$ cat src/rtl/img_proc_pkg.sv
// Shared constants and types for the RGB888-to-gray stream block.
// Luma weights, pipeline latency and the geometry checker state type.
package img_proc_pkg;

  localparam logic [7:0]  LUMA_R     = 8'd77;
  localparam logic [7:0]  LUMA_G     = 8'd150;
  localparam logic [7:0]  LUMA_B     = 8'd29;
  localparam logic [16:0] LUMA_RND   = 17'd128;
  localparam int          LUMA_SHIFT = 8;
  localparam int          PIPE_LAT   = 3;

  typedef enum logic [1:0] {
    GS_WAIT_LOW,
    GS_ARMED,
    GS_IN_FRAME
  } geom_state_t;

  function automatic logic [15:0] mul8(
    input logic [7:0] a,
    input logic [7:0] b
  );
    return {8'd0, a} * {8'd0, b};
  endfunction

endpackage

$ cat src/rtl/gray_geom_checker.sv
// Frame geometry checker: counts pixels per line and lines per frame
// against the expected image size and raises sticky mismatch flags.
module gray_geom_checker
  import img_proc_pkg::*;
#(
  parameter int C_IMG_WIDTH  = 640,
  parameter int C_IMG_HEIGHT = 480
) (
  input  logic clk_in1,
  input  logic rst_n,
  input  logic vsync,
  input  logic href_g,
  output logic geom_err_width,
  output logic geom_err_height,
  output logic frame_done
);

  localparam int PW = $clog2(C_IMG_WIDTH + 1) + 1;
  localparam int LW = $clog2(C_IMG_HEIGHT + 1) + 1;

  geom_state_t   state, state_nxt;
  logic          vs_q;
  logic          hg_q;
  logic [PW-1:0] pix_cnt;
  logic [LW-1:0] line_cnt;
  logic [PW-1:0] pix_inc;
  logic [LW-1:0] line_inc;
  logic [LW-1:0] line_end;
  logic          vs_rise;
  logic          vs_fall;
  logic          line_close;

  assign vs_rise    = vsync & ~vs_q;
  assign vs_fall    = ~vsync & vs_q;
  assign line_close = hg_q & ~href_g;

  // Saturating increments keep an overlong line flagged.
  assign pix_inc  = (pix_cnt == '1) ? pix_cnt : pix_cnt + 1'b1;
  assign line_inc = (line_cnt == '1) ? line_cnt : line_cnt + 1'b1;

  // A line closing in the same cycle as vsync falls counts first.
  assign line_end = line_close ? line_inc : line_cnt;

  always_comb begin
    state_nxt = state;
    unique case (state)
      GS_WAIT_LOW: if (!vsync)  state_nxt = GS_ARMED;
      GS_ARMED:    if (vs_rise) state_nxt = GS_IN_FRAME;
      GS_IN_FRAME: if (vs_fall) state_nxt = GS_ARMED;
      default:                  state_nxt = GS_WAIT_LOW;
    endcase
  end

  always_ff @(posedge clk_in1) begin
    if (!rst_n) begin
      state           <= GS_WAIT_LOW;
      vs_q            <= 1'b0;
      hg_q            <= 1'b0;
      pix_cnt         <= '0;
      line_cnt        <= '0;
      geom_err_width  <= 1'b0;
      geom_err_height <= 1'b0;
      frame_done      <= 1'b0;
    end else begin
      state      <= state_nxt;
      vs_q       <= vsync;
      hg_q       <= href_g;
      frame_done <= 1'b0;
      unique case (state)
        GS_ARMED: begin
          if (vs_rise) begin
            geom_err_width  <= 1'b0;
            geom_err_height <= 1'b0;
            line_cnt        <= '0;
            pix_cnt         <= href_g ? PW'(1) : '0;
          end
        end
        GS_IN_FRAME: begin
          if (line_close) begin
            if (pix_cnt != PW'(C_IMG_WIDTH))
              geom_err_width <= 1'b1;
            pix_cnt  <= '0;
            line_cnt <= line_inc;
          end else if (href_g) begin
            pix_cnt <= pix_inc;
          end
          if (vs_fall) begin
            geom_err_height <= (line_end != LW'(C_IMG_HEIGHT));
            frame_done      <= 1'b1;
          end
        end
        default: ;
      endcase
    end
  end

endmodule

$ cat src/rtl/rgb888_to_gray_stream.sv
// Pipelined RGB888 to 8-bit luma stream, 3-cycle latency, vsync/href framed.
// Optional frame geometry checker built when RGB2GRAY_GEOM_CHECK_EN is defined.
module rgb888_to_gray_stream
  import img_proc_pkg::*;
#(
  parameter int C_IMG_WIDTH  = 640,
  parameter int C_IMG_HEIGHT = 480
) (
  input  logic       clk_in1,
  input  logic       rst_n,
  input  logic       per_img_vsync,
  input  logic       per_img_href,
  input  logic [7:0] per_img_red,
  input  logic [7:0] per_img_green,
  input  logic [7:0] per_img_blue,
  output logic       post_img_vsync,
  output logic       post_img_href,
  output logic [7:0] post_img_gray,
  output logic       geom_err_width,
  output logic       geom_err_height,
  output logic       frame_done
);

  logic                href_g;
  logic [15:0]         prod_r;
  logic [15:0]         prod_g;
  logic [15:0]         prod_b;
  logic [16:0]         sum_q;
  logic [7:0]          gray_q;
  logic [PIPE_LAT-1:0] vs_sr;
  logic [PIPE_LAT-1:0] hg_sr;

  assign href_g = per_img_href & per_img_vsync;

  // Zeroed products make the gray output 0 whenever href is low.
  always_ff @(posedge clk_in1) begin
    if (!rst_n) begin
      prod_r <= '0;
      prod_g <= '0;
      prod_b <= '0;
      sum_q  <= '0;
      gray_q <= '0;
      vs_sr  <= '0;
      hg_sr  <= '0;
    end else begin
      prod_r <= href_g ? mul8(LUMA_R, per_img_red)   : '0;
      prod_g <= href_g ? mul8(LUMA_G, per_img_green) : '0;
      prod_b <= href_g ? mul8(LUMA_B, per_img_blue)  : '0;
      sum_q  <= {1'b0, prod_r} + {1'b0, prod_g}
              + {1'b0, prod_b} + LUMA_RND;
      gray_q <= sum_q[LUMA_SHIFT +: 8];
      vs_sr  <= {vs_sr[PIPE_LAT-2:0], per_img_vsync};
      hg_sr  <= {hg_sr[PIPE_LAT-2:0], href_g};
    end
  end

  assign post_img_vsync = vs_sr[PIPE_LAT-1];
  assign post_img_href  = hg_sr[PIPE_LAT-1];
  assign post_img_gray  = gray_q;

`ifdef RGB2GRAY_GEOM_CHECK_EN
  gray_geom_checker #(
    .C_IMG_WIDTH  (C_IMG_WIDTH),
    .C_IMG_HEIGHT (C_IMG_HEIGHT)
  ) u_geom (
    .clk_in1         (clk_in1),
    .rst_n           (rst_n),
    .vsync           (per_img_vsync),
    .href_g          (href_g),
    .geom_err_width  (geom_err_width),
    .geom_err_height (geom_err_height),
    .frame_done      (frame_done)
  );
`else
  assign geom_err_width  = 1'b0;
  assign geom_err_height = 1'b0;
  assign frame_done      = 1'b0;
`endif

endmodule

$ cat config.mk
export PLATFORM = sky130hd
export DESIGN_NAME = rgb888_to_gray_stream
export DESIGN_NICKNAME = d
export VERILOG_FILES = /design/src/rtl/img_proc_pkg.sv /design/src/rtl/gray_geom_checker.sv /design/src/rtl/rgb888_to_gray_stream.sv
export SDC_FILE = /design/constraint.sdc
export NUM_CORES = 1
export LEC_CHECK = 0
export CAP_MARGIN = 10
export CORE_MARGIN = 3
export CORE_UTILIZATION = 66
export CTS_BUF_LIST = sky130_fd_sc_hd__clkbuf_4 sky130_fd_sc_hd__clkbuf_8
export DETAILED_ROUTE_END_ITERATION = 10
export GPL_ROUTABILITY_DRIVEN = 0
export HOLD_SLACK_MARGIN = 0.06
export PLACE_DENSITY = 0.95
export SYNTH_ARGS = -nofsm -noshare
export SYNTH_HDL_FRONTEND = slang
export SYNTH_SLANG_ARGS = --single-unit
export TNS_END_PERCENT = 30
$ cat constraint.sdc
create_clock -name clk_in1 -period 6.95 [get_ports clk_in1]
set_clock_uncertainty 0.05 [all_clocks]
set_input_delay 1.39 -clock clk_in1 [delete_from_list [all_inputs] [get_ports clk_in1]]
set_output_delay 1.39 -clock clk_in1 [all_outputs]
set_load 0.1 [all_outputs]
==> flow_summary.toml <==
[critical_path]
reg2reg_setup_slack_ns = 3.73
criticalPathCategory = "input port to flop"
capturing_element_of_the_worst_setup_path = "prod_r[14]"
worstReg2RegStart = "prod_r[6]"
cp_max_fo = 5
cp_cell_sequence = "clkdlybuf4s50_1 -> ha_1 -> ha_1 -> inv_1 -> fa_1 -> fa_1 -> inv_1 -> ha_1 -> or4_1 -> o21ai_1 -> o21ai_1 -> a211oi_1 -> nor2_1"
reg2reg_depth = 11
worst_ep_arrival_time_ns = 5.11
crit_buf_inv = 3
worst-endpoint-required_ns = 7.14
slowest_stage = "sky130_fd_sc_hd__clkdlybuf4s50_1"
crit_path_end_kind = "flop"
crit_start = "per_img_red[5]"
worst_stage_delay_on_the_critical_path_ns = 0.64
cp_num_cells = 13
worst_setup_path_start_kind = "input port"
timing.rr.end = "sum_q[15]"
crit_path_frequent_cell = "sky130_fd_sc_hd__ha_1"
critical_path.top_delay_family = "adder cells"

[die]
floorplan.die.width_um = 97.4
ioPinCount = 41
fp.dieArea_um2 = 9500
placeableCoreArea_um2 = 7930
die-height_um = 97.4
placementRows = 32
initial_core_util = 0.696

[global_routing]
grt_use_total = 0.255
grt_remaining_overflow = 0
first_global_vias = 4499
grt_pass1_wl_um = 19800
largest_net_degree_at_the_start_of_global_routing = 31
grt_antenna_before_repair = 0

[yosys]
mappedNetlistArea_um2 = 5520
synth-seq-cells = 65
synth_top_cells_by_count = "sky130_fd_sc_hd__ha_1, sky130_fd_sc_hd__inv_1, sky130_fd_sc_hd__dfxtp_1, sky130_fd_sc_hd__nor2_1, sky130_fd_sc_hd__fa_1"
netlist.area_leader.share = 0.283
number_of_flops_mapped_to_enable_cells_by_yosys = 0
post_synth_num_cell_types = 49
synth-main-ff-cell = "sky130_fd_sc_hd__dfxtp_1"
synth.area.top_cells = "sky130_fd_sc_hd__ha_1, sky130_fd_sc_hd__dfxtp_1, sky130_fd_sc_hd__fa_1"
ys_async_sr_fraction = 0
synth_sequential_area_ratio = 0.236
post_synth_inst_count = 579
ys.warnings.count = 0
yosys.cell_count.top_type = "sky130_fd_sc_hd__ha_1"
synthDominantAreaCellType = "sky130_fd_sc_hd__ha_1"
postSynthAreaPerCell_um2 = 9.53

[clock_network]
cts_resized = 0
clock-root-buffer = "sky130_fd_sc_hd__clkbuf_8"
clk_lat_worst_skew_ns = 0.35
cts_tree = "done"
cts_max_path_buffers = 2
clk_pin_slew_ns = 0.07
sink_count_of_the_clock_tree = 65
htree_num_levels = 3
cts-buffers-inserted = 9
hold_buf_cts = 0
post_cts_setup_buffer_count = 0

[detailed_routing]
post_drt_wl_per_cell_um = 15.6
first_drt_pass_iteration_count = 5
post_route_ant_nets = 0
routed_wirelength_um = 11400
drt_drc_violations_left = 0
num_vias = 4157
detailedRoute.firstIterationViolations = 181
routed_via_density = 5.70

[sta]
relSlewSlack = 0.350
clock.fmax_mhz = 203
timing.setup.tns_ns = 0
worstMarginPinSlew_ns = 0.972
final_hold_viol_count = 0
fin_crit_sh = 0.708
post-route-min-period_ns = 4.92
fin_hold_ws_ns = 0.382
grt_setup_unrepaired = "false"
setup_violations = 0
slew_viol_final = 0

[status]
status = "completed"

[cells_and_area]
area_growth_syn_to_layout_pct = 11.9
share_of_layout_cells_above_drive_strength_1 = 0.0383
antennaDiodeCount = 0
postLayoutCoreUtil = 0.779
design.final.nets = 813

[power_and_ir_drop]
power_leakage_uw = 0.00318
p_per_area_nw_per_um2 = 233
total_power_uw = 1440
irDropWorstVdd_uv = 115

[place]
numPortBuffers = 37
hpwlAfterDp_um = 8710

[job]
maxCapViolCount = 0

[worst_hold_path]
timing.hold.worst_path_depth = 1
hold_class = "flop to flop"
[per-stage QoR]
step           std cells  setup slack (ns)  instance area [um2]
2_1_floorplan        581              2.53                 5530
3_3_place_gp         713              1.90                 5990
3_5_place_dp         713              1.71                 5990
4_1_cts              729              2.04                 6180
5_1_grt              729              1.84                 6180
6_report             729              2.03                 6180
[worst min path at each step]
| stage | start | end | slack (ns) |
|---|---|---|---|
| final | sum_q[9] | post_img_gray[1] | 0.38 |
| after global routing | sum_q[10] | post_img_gray[2] | 0.40 |
| after global placement | sum_q[13] | post_img_gray[5] | 0.36 |
| after floorplan | hg_sr[1] | hg_sr[2] | 0.36 |
| after CTS | hg_sr[1] | hg_sr[2] | 0.38 |
| after detailed placement | sum_q[9] | post_img_gray[1] | 0.37 |
[cell type report]
type                    instances  area [um2]
clock inverters                 5        30.0
inverters                     116         435
multi-input cells             391        3740
flip-flops and latches         65        1300
well taps                     102         128
fillers                       476        1750
repair buffers                 39         385
clock buffers                  11         151
[placed cells by master, fill, tap and decap left out, drive strengths merged, types with 11 or more instances in the layout]
cell type	count
ha	125
inv	116
dfxtp	65
nor2	44
fa	38
clkdlybuf4s50	37
and2	26
o21ai	23
a21oi	15
xnor2	14
xor2	14
clkbuf	11
[logic make-up (layout without fill, tap and decap cells)]
family,after synthesis,after routing,synth area share
AOI/OAI and AO/OA,80,80,0.102
xor gates and xnor gates,28,28,0.0444
adders and majority gates,163,163,0.421
buffers and inverters,125,171,0.0871
DFF,65,65,0.236
muxes,1,1,0.00181
other,1,3,0.000679
and+or+nand+nor,116,116,0.107
[per-layer routing]
metal | track usage | vias up | wire length, um
met3 | 0.0459 | 37 | 550
met2 | 0.479 | 149 | 5960
met5 | 0 | - | 0
met4 | 0.111 | 0 | 335
met1 | 0.277 | 1980 | 4530
li1 | - | 1991 | -
[power breakdown]
part / total (uW) / internal (uW) / switching, uW
Combinational: 726 / 296 / 430
Sequential: 418 / 408 / 10.7
Clock: 292 / 147 / 145
Total: 1440 / 851 / 585
[flip-flops by register name, summed over array words and instances, names as in the netlist]
signal,count
prod_g,15
hg_sr,3
prod_b,13
post_img_gray,8
prod_r,15
vs_sr,3
sum_q,8
Power figures use the tool's default switching activity.
